[config.mk]
export PLATFORM = sky130hd
export DESIGN_NAME = key_evt_queue
export DESIGN_NICKNAME = d
export VERILOG_FILES = /design/src/rtl/key_evt_queue_pkg.sv /design/src/rtl/key_evt_fifo.sv /design/src/rtl/key_evt_queue.sv
export SDC_FILE = /design/constraint.sdc
export NUM_CORES = 1
export LEC_CHECK = 0
export CORE_AREA = 2 2 98 100
export CTS_BUF_LIST = sky130_fd_sc_hd__clkbuf_8
export CTS_CLUSTER_DIAMETER = 120
export DETAILED_ROUTE_END_ITERATION = 12
export DIE_AREA = 0 0 100 102
export GPL_ROUTABILITY_DRIVEN = 0
export GPL_TIMING_DRIVEN = 0
export PLACE_DENSITY = 0.66
export RECOVER_POWER = 25
export SLEW_MARGIN = 0
export SYNTH_ARGS = -nofsm -noshare
export SYNTH_HDL_FRONTEND = slang
export SYNTH_SLANG_ARGS = --single-unit
[constraint.sdc]
create_clock -name CLK_LOW -period 3.9 [get_ports CLK_LOW]
set_input_delay 0.78 -clock CLK_LOW [delete_from_list [all_inputs] [get_ports CLK_LOW]]
set_output_delay 0.78 -clock CLK_LOW [all_outputs]
set_load 0.02 [all_outputs]
[src/rtl/key_evt_queue_pkg.sv]
// key_evt_queue_pkg: shared event-word layout, key status encodings and one-cold decode helper
package key_evt_queue_pkg;
    localparam int EVT_W        = 8;
    localparam int EVT_LONG_BIT = 7;
    localparam int EVT_CODE_MSB = 4;
    localparam int EVT_CODE_LSB = 0;
    localparam int N_ROWS       = 6;
    localparam int N_COLS       = 5;
    localparam int MAX_CODE     = 29;

    typedef enum logic [1:0] {
        STA_SHORT = 2'b00,
        STA_LONG  = 2'b11
    } key_sta_e;

    // Returns {exactly_one_zero, index_of_zero}; narrower vectors are padded with 1s.
    function automatic logic [3:0] cold_decode(input logic [N_ROWS-1:0] v);
        logic [2:0] idx;
        logic [2:0] zeros;
        idx   = '0;
        zeros = '0;
        for (int i = 0; i < N_ROWS; i++)
            if (!v[i]) begin
                idx   = 3'(i);
                zeros = zeros + 3'd1;
            end
        return {zeros == 3'd1, idx};
    endfunction
endpackage

[src/rtl/key_evt_fifo.sv]
// key_evt_fifo: synchronous FIFO of event words with push/pop and full/empty flags
module key_evt_fifo
    import key_evt_queue_pkg::*;
#(
    parameter int DEPTH = 8
) (
    input  logic             CLK_LOW,
    input  logic             RST,
    input  logic             push,
    input  logic             pop,
    input  logic [EVT_W-1:0] din,
    output logic [EVT_W-1:0] dout,
    output logic             full,
    output logic             empty
);
    localparam int AW = $clog2(DEPTH);

    logic [EVT_W-1:0] mem [DEPTH];
    logic [AW-1:0]    wr_ptr;
    logic [AW-1:0]    rd_ptr;
    logic [AW:0]      cnt;
    logic             do_push;
    logic             do_pop;

    always_comb begin
        empty   = cnt == '0;
        full    = cnt == (AW+1)'(DEPTH);
        do_pop  = pop & ~empty;
        // a full FIFO still takes a word when the head leaves on the same edge
        do_push = push & (~full | do_pop);
        dout    = empty ? '0 : mem[rd_ptr];
    end

    always_ff @(posedge CLK_LOW)
        if (do_push)
            mem[wr_ptr] <= din;

    always_ff @(posedge CLK_LOW) begin
        if (RST) begin
            wr_ptr <= '0;
            rd_ptr <= '0;
            cnt    <= '0;
        end else begin
            if (do_push)
                wr_ptr <= wr_ptr + AW'(1);
            if (do_pop)
                rd_ptr <= rd_ptr + AW'(1);
            cnt <= cnt + {{AW{1'b0}}, do_push} - {{AW{1'b0}}, do_pop};
        end
    end
endmodule

[src/rtl/key_evt_queue.sv]
// key_evt_queue: detects key-scanner events, decodes row/column to a key code and queues them
module key_evt_queue
    import key_evt_queue_pkg::*;
#(
    parameter int DEPTH = 8
) (
    input  logic             CLK_LOW,
    input  logic             RST,
    input  logic             KEY_INT,
    input  logic [1:0]       KEY_STA,
    input  logic [N_COLS-1:0] COLUM,
    input  logic [N_ROWS-1:0] ROW,
    output logic [EVT_W-1:0] EVT_DATA,
    output logic             EVT_VALID,
    input  logic             EVT_READY,
    output logic             EVT_IRQ,
    output logic             OVF,
    input  logic             OVF_CLR,
    output logic [7:0]       BAD_CNT
);
    logic              key_prev;
    logic              cap_vld;
    logic [1:0]        cap_sta;
    logic [N_COLS-1:0] cap_col;
    logic [N_ROWS-1:0] cap_row;
    logic              dec_vld;
    logic [EVT_W-1:0]  dec_word;
    logic [3:0]        row_dec;
    logic [3:0]        col_dec;
    logic              evt_ok;
    logic [EVT_W-1:0]  word;
    logic              full;
    logic              empty;
    logic              ovf_set;

    always_comb begin
        row_dec = cold_decode(cap_row);
        col_dec = cold_decode({1'b1, cap_col});
        evt_ok  = row_dec[3] & col_dec[3] & (cap_sta == STA_SHORT || cap_sta == STA_LONG);
        word    = '0;
        word[EVT_LONG_BIT] = cap_sta == STA_LONG;
        word[EVT_CODE_MSB:EVT_CODE_LSB] = {2'b00, row_dec[2:0]} * 5'd5 + {2'b00, col_dec[2:0]};
        // full implies a valid head, so READY alone tells whether the head leaves
        ovf_set = dec_vld & full & ~EVT_READY;
    end

    always_ff @(posedge CLK_LOW) begin
        if (RST) begin
            key_prev <= 1'b0;
            cap_vld  <= 1'b0;
            cap_sta  <= '0;
            cap_col  <= '0;
            cap_row  <= '0;
            dec_vld  <= 1'b0;
            dec_word <= '0;
            OVF      <= 1'b0;
            BAD_CNT  <= '0;
        end else begin
            key_prev <= KEY_INT;
            cap_vld  <= KEY_INT & ~key_prev;
            cap_sta  <= KEY_STA;
            cap_col  <= COLUM;
            cap_row  <= ROW;
            dec_vld  <= cap_vld & evt_ok;
            dec_word <= word;
            OVF      <= ovf_set | (OVF & ~OVF_CLR);
            if (cap_vld && !evt_ok && BAD_CNT != 8'hFF)
                BAD_CNT <= BAD_CNT + 8'd1;
        end
    end

    key_evt_fifo #(.DEPTH(DEPTH)) u_fifo (
        .CLK_LOW (CLK_LOW),
        .RST     (RST),
        .push    (dec_vld),
        .pop     (EVT_READY),
        .din     (dec_word),
        .dout    (EVT_DATA),
        .full    (full),
        .empty   (empty)
    );

    assign EVT_VALID = ~empty;
    assign EVT_IRQ   = EVT_VALID;
endmodule

Yosys cells after proc, flatten, opt, wreduce, memory -nomap -nowiden. Memory sizes are Yosys's and may differ from the RTL's. A register that Yosys moved wholly into a read port is not among the register bits. Cells that the tools add are included.

Register bits after elaboration: 43. Bits in writable memories: 64. Output and inout port bits: 19. Memories kept: 1.

$add $sub $neg: 15. Multipliers: 1. Equal/unequal tests: 5. Mux-type cells: 25. Bitwise gates (word level): 16. Reduce and logical (&&, ||, !) cells: 6.

Memory list: u_fifo.mem (depth 8, bits a word 8, read ports 1, clocked after Yosys merged registers in 1, wr ports 1, RTL line key_evt_fifo.sv:18) `logic [EVT_W-1:0] mem [DEPTH];`.

Operators with widths (count): 2-to-1 mux 3 bit (18); adder 3 x 1 -> 3 bit, second input constant (11); bitwise AND 1 bit (9); adder 8 x 1 -> 8 bit, second input constant (1); 2-to-1 mux 8 bit (1); inequality test 8 bit, second input constant (1); equality test 3 x 1 -> 1 bit, second input constant (2); 2-to-1 mux 1 bit (6); adder 5 x 3 -> 5 bit (1); multiplier 3 x 3 -> 5 bit, second input constant (1); inverter 1 bit (5); adder 4 x 1 -> 4 bit (1); equality test 4 bit, second input constant (1); zero test 4 bit (1); subtractor 4 x 1 -> 4 bit (1); equality test 2 bit, second input constant (1); logical AND 1 bit (2); zero test 2 bit (1); OR 1 bit (2); zero test 1 bit (1); logical OR 1 bit (1).

Logic depth before layout (Yosys ltp). Gate-level depths: netlist of the first run.

Word-level depth: 17. Gate-level depth with buffers: 19. Mapped depth without buffers: 18.

By module. Synthesis of the first run repeated with hierarchy kept, for this count alone.

Cells, all modules: 361. Area total of the unflattened synthesis: 4849.7 µm².

By module, submodules not included: key_evt_fifo (times used 1, cells an instance 178, area an instance 3119.2 µm², sequential area each 2182.1 µm²); key_evt_queue (times used 1, cells an instance 183, area an instance 1730.4 µm², sequential area each 620.6 µm²).

Least setup slack after synthesis of the first run. Ideal clock, no wire load.

Kind: register to register. Start point: register cap_row[0]. End point: register BAD_CNT[5]. Arrival time: 3352 ps. Required time: 3779 ps. Path slack: 428 ps. Cell stages (with the launch flop): 20. Path buffers: 1. Cell sequence: dfxtp_1 > inv_1 > ha_1 > or2b_1 > and2_1 > ha_1 > nor2b_1 > a31oi_1 > inv_1 > ha_1 > nor2_1 > a21oi_1 > ha_1 > nor2b_1 > xnor2_1 > xnor2_1 > nor4_2 > buf_6 > nor4_1 > mux2_2.

Longest elaborated chain between the ends: 17.

Ends and longest elaborated chain: start, declared (RTL line key_evt_queue.sv:25) `logic [N_ROWS-1:0] cap_row;`; start signal, assigned (RTL line key_evt_queue.sv:53) `cap_row <= '0;`; start signal, assigned (RTL line key_evt_queue.sv:63) `cap_row <= ROW;`; 2-to-1 mux 1 bit (*) (RTL line key_evt_queue_pkg.sv:23) `if (!v[i]) begin`; adder 3 x 1 -> 3 bit (RTL line key_evt_queue_pkg.sv:25) `zeros = zeros + 3'd1;`; 2-to-1 mux 3 bit (*) (RTL line key_evt_queue_pkg.sv:23); adder 3 x 1 -> 3 bit (RTL line key_evt_queue_pkg.sv:25); 2-to-1 mux 3 bit (*) (RTL line key_evt_queue_pkg.sv:23); adder 3 x 1 -> 3 bit (RTL line key_evt_queue_pkg.sv:25); 2-to-1 mux 3 bit (*) (RTL line key_evt_queue_pkg.sv:23); adder 3 x 1 -> 3 bit (RTL line key_evt_queue_pkg.sv:25); 2-to-1 mux 3 bit (*) (RTL line key_evt_queue_pkg.sv:23); adder 3 x 1 -> 3 bit (RTL line key_evt_queue_pkg.sv:25); 2-to-1 mux 3 bit (*) (RTL line key_evt_queue_pkg.sv:23); equality test 3 x 1 -> 1 bit (*) (RTL line key_evt_queue_pkg.sv:27) `return {zeros == 3'd1, idx};`; bitwise AND 1 bit (*) (2 in a row) (RTL line key_evt_queue.sv:39) `evt_ok = row_dec[3] & col_dec[3] & (cap_sta == STA_SHORT || cap_sta == STA_LONG);`; zero test 1 bit (*) (RTL line key_evt_queue.sv:67) `if (cap_vld && !evt_ok && BAD_CNT != 8'hFF)`; logical AND 1 bit (*) (2 in a row) (RTL line key_evt_queue.sv:67); end signal, assigned (RTL line key_evt_queue.sv:68) `BAD_CNT <= BAD_CNT + 8'd1;`; end, declared (RTL line key_evt_queue.sv:19) `output logic [7:0] BAD_CNT`.

Mark *: on every way between the ends. The rest lies on a longest branch, timed or not. A chain may end at the register's enable or synchronous reset.

Worst setup path after layout of the first run.
Start point: register cap_row[0]. End point: register BAD_CNT[6].

The elaborated chain is that of the path after synthesis.

==> results.yml, run 1 <==
status:
  status: "completed"
cts:
  htreeDepth: 3
  clkSlewWorstSetupHoldPaths_ps: 90
  cts.sinks: 92
  root_buffer: "clkbuf_8"
  clk_latency_ps: 350
  ctsLongestPathBuffers: 2
  cts_made_buffers: 9
  cts_tree: "built"
logic_synthesis:
  ys_dominant_reg_cell: "edfxtp_1"
  ys_types: 44
  seq_area_frac_synth_pct: 55.0
  avgSynthCellArea_um2: 12.7
  ys_warn_count: 0
  synthCells: 333
  synth_edf_count: 48
  netlist_area_um2: 4220
  postSynth.asyncResetShare_pct: 0
  ys_ff_latch: 92
setup_path:
  critical_path_buf_inv_count: 3
  cpMaxStageDelayCell: "or4_1"
  critPathLaunchType: "flip-flop"
  r2r_start: "cap_row[0]"
  critPathTopFamily: "simple AND/OR/NAND/NOR gates"
  path_max_fanout: 10
  cp_common_cell: "ha_1"
  crit_start: "cap_row[0]"
  cp_data_required_time_ps: 4190
  crit_chain: "inv_1, ha_1, or2b_1, and2_1, ha_1, nor2b_1, a31oi_2, inv_2, ha_4, nor2_1, a21oi_1, ha_1, nor2b_2, xnor2_1, xnor2_1, nor4_4, buf_6, or4_1, a21oi_2"
  slowest_delay_ps: 510
  crit_arrival_ps: 3960
  crit_type: "reg2reg"
  worstSetupEndpointType: "flip-flop"
min_path:
  hold_path_class: "reg2reg"
  hp-start: "key_prev"
die:
  num_rows: 35
  die_width_um: 100
  core_um2: 9110
  boundaryPins: 37
  die_h_um: 102
  initial_core_util_pct: 46.3
  die_area_um2: 10200
global_route:
  grt_use_met3_pct: 3.15
  grt_overflow: 0
  track_usage_pct: 14.1
  busiest_layer: "met2"
  antenna_found_initial: 0
  grt_max_degree: 17
  grt_use_met2_pct: 24.7
  grt_pass1_wl_mm: 11.2
  first_global_vias: 2458
  groute.layer.met1.usage_pct: 17.2
placed_design:
  hpwl_mm: 4.81
  portBuffers: 33
  dpl_cell_area_um2: 4690
detailed_routing:
  firstDrtPassIters: 4
  wirelength_mm: 6.46
  via_per_inst: 4.99
  ant_nets: 0
  drcViolationCount: 0
  drt_iter0_markers: 81
  wl_per_cell_um: 13.0
  vias: 2478
sta:
  setup_viol: 0
  tightest_slew_ps: 1080
  finalHoldViolations: 0
  fin_setup_tns_ps: 0
  finClkSkew_ps: 7.69
  slew_headroom_pct: 27.9
  fin_crit_sh_pct: 94.2
  min_period_ps: 3670
  clock.fmax_ghz: 0.272
  whs_ps: 391
  drv_slew: 0
pwr:
  power_uw: 2540
  p_comb_share_pct: 31.0
  p_sw_uw: 756
  clockPowerShare_pct: 24.7
  p_leak_uw: 0.00178
  switching_share_pct: 29.8
  p_seq_share_pct: 44.3
  ir_drop_v: 0.000191
  powerDensity_nw_per_um2: 512
  intPower_uw: 1780
finish:
  area_delta_synth_final_pct: 17.6
  nets: 427
  utilization_pct: 54.5
  diodes: 0
  fillers: 806
  drive_gt1_share_pct: 14.8
  final_area_um2: 4960
flow_run:
  drv_cap: 0
registers in the layout, indices dropped and copies added, names as in the netlist, named ones only:
signal,flops
dec_vld,1
cap_row,6
dec_word,6
key_prev,1
u_fifo.wr_ptr,3
cap_sta,2
BAD_CNT,8
OVF,1
u_fifo.rd_ptr,3
u_fifo.cnt,4
u_fifo.mem,48
cap_col,5
cap_vld,1
final cells by class:
cell class | count | area [um2] | share of cell area (%)
Multi-Input combinational cell | 205 | 1760 | 35.5
Clock buffer | 9 | 124 | 2.50
Buffer | 17 | 111 | 2.24
Inverter | 20 | 75.1 | 1.51
Timing Repair Buffer | 36 | 353 | 7.11
Sequential cell | 92 | 2320 | 46.8
Tap cell | 111 | 139 | 2.80
Clock inverter | 7 | 73.8 | 1.49
worst paths after layout:
kind	slack, ps	to	cells after the start
max	230	BAD_CNT[6]	19
min	390	cap_vld	1
max reg2reg	230	BAD_CNT[6]	19
min reg2reg	390	cap_vld	1
what timing repair did:
action / 4_1_cts / 5_1_grt
setup buffers: 0 / 3
hold buffers: 0 / 0
gates cloned: 0 / 0
resized for setup: 0 / 10
setup endpoints to repair: 1 / 9
pin swaps: 1 / 4
power groups by stage:
stage,clock (uW),combinational [uW],sequential (uW)
after global placement,0,768,1140
after CTS,648,788,1130
after detailed placement,0,784,1150
final,627,789,1120
after global routing,692,881,1130
after floorplan,0,562,1130
cells in the final DEF (no fill, tap or decap), types with 3 or more instances in the layout:
| cell | Yosys | final |
|---|---|---|
| or4_1 | 4 | 4 |
| clkdlybuf4s50_1 | 0 | 33 |
| nand2b_1 | 11 | 11 |
| nor2b_1 | 28 | 27 |
| nor3b_1 | 3 | 3 |
| mux2i_1 | 9 | 9 |
| clkbuf_8 | 1 | 10 |
| nor2_1 | 31 | 31 |
| ha_1 | 26 | 25 |
| mux4_2 | 12 | 12 |
| buf_6 | 3 | 3 |
| xnor2_1 | 9 | 9 |
| inv_1 | 20 | 19 |
| nand2_1 | 13 | 13 |
| clkinvlp_4 | 0 | 3 |
| a21oi_1 | 13 | 12 |
| nand3_1 | 4 | 4 |
| edfxtp_1 | 48 | 48 |
| buf_2 | 3 | 3 |
| xor2_1 | 5 | 5 |
| o31ai_1 | 5 | 5 |
| buf_4 | 3 | 6 |
| clkbuf_1 | 5 | 5 |
| dfxtp_1 | 44 | 42 |
| mux2_2 | 3 | 3 |
worst register-to-register path: stages (launching register included):
cell     delay [ps]
dfxtp_2         330
inv_1            40
ha_1            190
or2b_1          230
and2_1          140
ha_1            260
nor2b_1         140
a31oi_2         210
inv_2            70
ha_4            220
nor2_1          100
a21oi_1          50
ha_1            180
nor2b_2         150
xnor2_1         140
xnor2_1         270
nor4_4          100
buf_6           150
or4_1           520
a21oi_2         120
synth_stat cells, types with 2 or more instances:
cell type  number  area share [%]
ha_1           26             7.7
nor2b_1        28             4.2
xor2_1          5             1.0
nor2_1         31             2.8
nand3_1         4            0.47
buf_6           3            0.80
or4_1           4            0.71
nor3b_1         3            0.53
nand3b_1        2            0.36
edfxtp_1       48              34
mux4_2         12             6.4
dfxtp_1        44              21
buf_1           2            0.18
fa_1            2            0.95
mux2_2          3            0.80
xor3_2          2             1.2
a21o_1          2            0.36
nand2_1        13             1.2
nor4_1          2            0.30
o21ai_0         2            0.24
nand2b_1       11             1.6
inv_1          20             1.8
buf_2           3            0.36
nor3_1          2            0.24
buf_4           3            0.53
a21oi_1        13             1.5
mux2i_1         9             2.1
o31ai_1         5            0.89
clkbuf_1        5            0.44
xnor2_1         9             1.9
a31oi_1         2            0.30
metal layers:
metal | share of wire, % | up-vias
li1 | - | 1258
met1 | 46 | 1157
met2 | 49 | 55
met3 | 4.0 | 8
met4 | 1.2 | 0
met5 | 0 | -
through the flow:
step / worst slack (ps) / std cells
final: 228 / 497
after global routing: -21.4 / 497
after CTS: 4.31 / 494
after detailed placement: -19.3 / 478
after global placement: 104 / 478
after floorplan: 428 / 334
cells by family (layout without fill, tap and decap cells):
| kind of cell | after synthesis | count (layout) | share of synthesized area (%) |
|---|---|---|---|
| and+or+nand+nor | 106 | 106 | 13.5 |
| DFF | 92 | 92 | 55.0 |
| buffers and inverters | 37 | 89 | 4.42 |
| adders and majority gates | 28 | 28 | 8.66 |
| AOI/OAI and AO/OA | 28 | 28 | 4.30 |
| muxes | 24 | 24 | 9.34 |
| xor gates and xnor gates | 17 | 17 | 4.63 |
| other | 1 | 2 | 0.0889 |
No activity file was read; power rests on OpenSTA's default activity.
==> inputs of run 2 (changes only) <==
Settings changed: ABC_AREA from default to 1, CORE_AREA 2 2 98 100 to 2 2 99 101, DIE_AREA 0 0 100 102 to 0 0 101 103.
==> results.yml, run 2 <==
status:
  status: "completed"
logic_synthesis:
  synth_area_leader_cell: "edfxtp_1"
  seq_area_frac_synth_pct: 54.2
  synth.most_common_cell: "nor2_1"
  synth_edf_count: 48
  ys_ff_latch: 92
  synth.area.top_cells: "edfxtp_1 (34%), dfxtp_1 (21%), ha_1 (7.6%)"
  ys_types: 34
  avgSynthCellArea_um2: 9.13
  synth_top_area_share_pct: 33.6
  synthTopCellsByCount: "nor2_1 (80), inv_1 (64), nand2_1 (64)"
  synthCells: 469
  postSynth.asyncResetShare_pct: 0
  netlist_area_um2: 4280
  ys_warn_count: 0
  ys_dominant_reg_cell: "edfxtp_1"
pwr:
  p_leak_uw: 0.00206
  intPower_uw: 1670
  ir_drop_v: 0.000255
  power_uw: 2570
  clockPowerShare_pct: 23.8
  p_comb_share_pct: 32.4
  p_sw_uw: 900
  p_seq_share_pct: 43.8
  switching_share_pct: 35.1
  powerDensity_nw_per_um2: 513
die:
  core_um2: 9460
  die_width_um: 101
  die_h_um: 103
  num_rows: 36
  boundaryPins: 37
  die_area_um2: 10400
  initial_core_util_pct: 45.3
sta:
  clock.fmax_ghz: 0.280
  setup_viol: 0
  rsz0062_at_grt: "false"
  finalHoldViolations: 0
  drv_slew: 0
  min_period_ps: 3570
  whs_ps: 405
  fin_setup_tns_ps: 0
  finClkSkew_ps: 13.1
  slew_headroom_pct: 58.4
  tightest_slew_ps: 622
  fin_crit_sh_pct: 91.5
finish:
  final_common_cell: "nor2_1"
  mostFrequentLayoutCells: "nor2_1 (80), inv_1 (64), nand2_1 (64)"
  nets: 564
  fillers: 864
  top_regs: "u_fifo.mem (48), BAD_CNT (8)"
  regMostFlops: "u_fifo.mem"
  area_delta_synth_final_pct: 16.9
  largest_reg_flops: 48
  drive_gt1_share_pct: 7.84
  diodes: 0
  instances_no_fill: 637
detailed_routing:
  drt_iter0_markers: 101
  wl_per_cell_um: 12.9
  vias: 3205
  ant_nets: 0
  drcViolationCount: 0
  firstDrtPassIters: 6
  wirelength_mm: 8.22
  via_per_inst: 5.03
global_route:
  antenna_found_initial: 0
  grt_pass1_wl_mm: 12.9
  grt_max_degree: 19
  grt_use_met3_pct: 4.61
  grt_overflow: 0
  grt_use_met2_pct: 29.5
  first_global_vias: 2892
  groute.layer.met1.usage_pct: 18.5
  busiest_layer: "met2"
  track_usage_pct: 16.0
setup_path:
  slowest_delay_ps: 340
  crit_type: "reg2reg"
  cpMaxStageDelayCell: "dfxtp_1"
  r2r_end: "BAD_CNT[3]"
  cp_common_cell: "nand2_1"
  critPathLaunchType: "flip-flop"
  worstRegToRegCells: 25
  cp_data_required_time_ps: 4130
  worstSetupEndpointType: "flip-flop"
  crit_arrival_ps: 3790
  rrSetupSlack_ps: 330
  r2r_start: "cap_row[1]"
  path_max_fanout: 5
cts:
  cts.sinks: 92
  root_buffer: "clkbuf_8"
  ctsLongestPathBuffers: 2
  clkSlewWorstSetupHoldPaths_ps: 90
  clk_latency_ps: 360
  htreeDepth: 3
  cts_tree: "built"
  cts_made_buffers: 9
placed_design:
  placed_cells: 617
  hpwl_mm: 5.76
  portBuffers: 33
min_path:
  min_delay_path_depth: 1
  worstHoldEndpoint: "cap_vld"
  hp-start: "key_prev"
  hold_path_class: "reg2reg"
flow_run:
  drv_cap: 0
-- run 2: changes by cell type after synthesis, moves of 12 or more --
| cell | change |
|---|---|
| mux4_2 | -12 |
| nand3_1 | +12 |
| inv_1 | +44 |
| o21ai_0 | +35 |
| nor2b_1 | -28 |
| nor2_1 | +49 |
| nand2_1 | +51 |
-- run 2: final cells by class --
| type | instances | area [um2] | share of cell area [%] |
|---|---|---|---|
| Sequential cell | 92 | 2320 | 46.4 |
| Multi-Input combinational cell | 300 | 1700 | 33.9 |
| Timing Repair Buffer | 35 | 345 | 6.89 |
| Inverter | 65 | 244 | 4.87 |
| Tap cell | 114 | 143 | 2.85 |
| Clock buffer | 9 | 124 | 2.47 |
| Buffer | 15 | 68.8 | 1.37 |
| Clock inverter | 7 | 63.8 | 1.27 |
-- run 2: critical path: cells and delay by family, from the launching register on --
family | cells | cell delay, ps
and+or+nand+nor | 14 | 1540
adders and majority gates | 4 | 1010
DFF | 1 | 340
AOI/OAI and AO/OA | 2 | 190
buffers and inverters | 5 | 370
-- run 2: worst max-delay path by stage --
stage,start,endpoint,slack (ps),cells past startpoint
2_1_floorplan,cap_row[1],BAD_CNT[0],650,26
4_1_cts,cap_row[1],BAD_CNT[0],310,26
3_5_place_dp,cap_row[1],BAD_CNT[0],350,26
6_report,cap_row[1],BAD_CNT[3],330,25
5_1_grt,cap_row[1],BAD_CNT[5],30,25
3_3_place_gp,cap_row[1],BAD_CNT[0],400,26
-- run 2: per-stage QoR --
stage	setup WS [ps]	util, %	instance area [um2]
detailed placement	347	50.3	4760
global route	32.3	52.9	5010
floorplan	650	-	4290
finish	331	52.9	5010
CTS	314	52.3	4950
global placement	402	50.3	4760
-- run 2: cell families (layout without fill, tap and decap cells) --
group	after synthesis	count (layout)	synth area share [%]
compound gates	75	75	9.40
xor+xnor	9	9	1.84
other cells	1	2	0.0875
fa+ha+maj	28	28	8.53
flops	92	92	54.2
buf+inv	80	131	7.30
simple gates	184	186	18.6
-- run 2: metal layers --
| metal | routed length [um] | part of all wire [%] | up-vias |
|---|---|---|---|
| met5 | 0 | 0 | - |
| met4 | 77 | 0.94 | 0 |
| met3 | 309 | 3.8 | 9 |
| met2 | 4210 | 51 | 66 |
| met1 | 3620 | 44 | 1496 |
| li1 | - | - | 1634 |
-- run 2: repair_timing --
action                     CTS  global route
hold endpoints to repair     0             0
hold buffers                 0             0
resized for setup            0             3
setup buffers                0             2
setup endpoints to repair    0             7
-- run 2: power groups by stage --
stage	combinational (uW)	sequential (uW)	clock, uW
CTS	823	1120	629
floorplan	545	1130	0
finish	833	1120	610
global route	931	1130	664
global placement	798	1140	0
detailed placement	819	1150	0
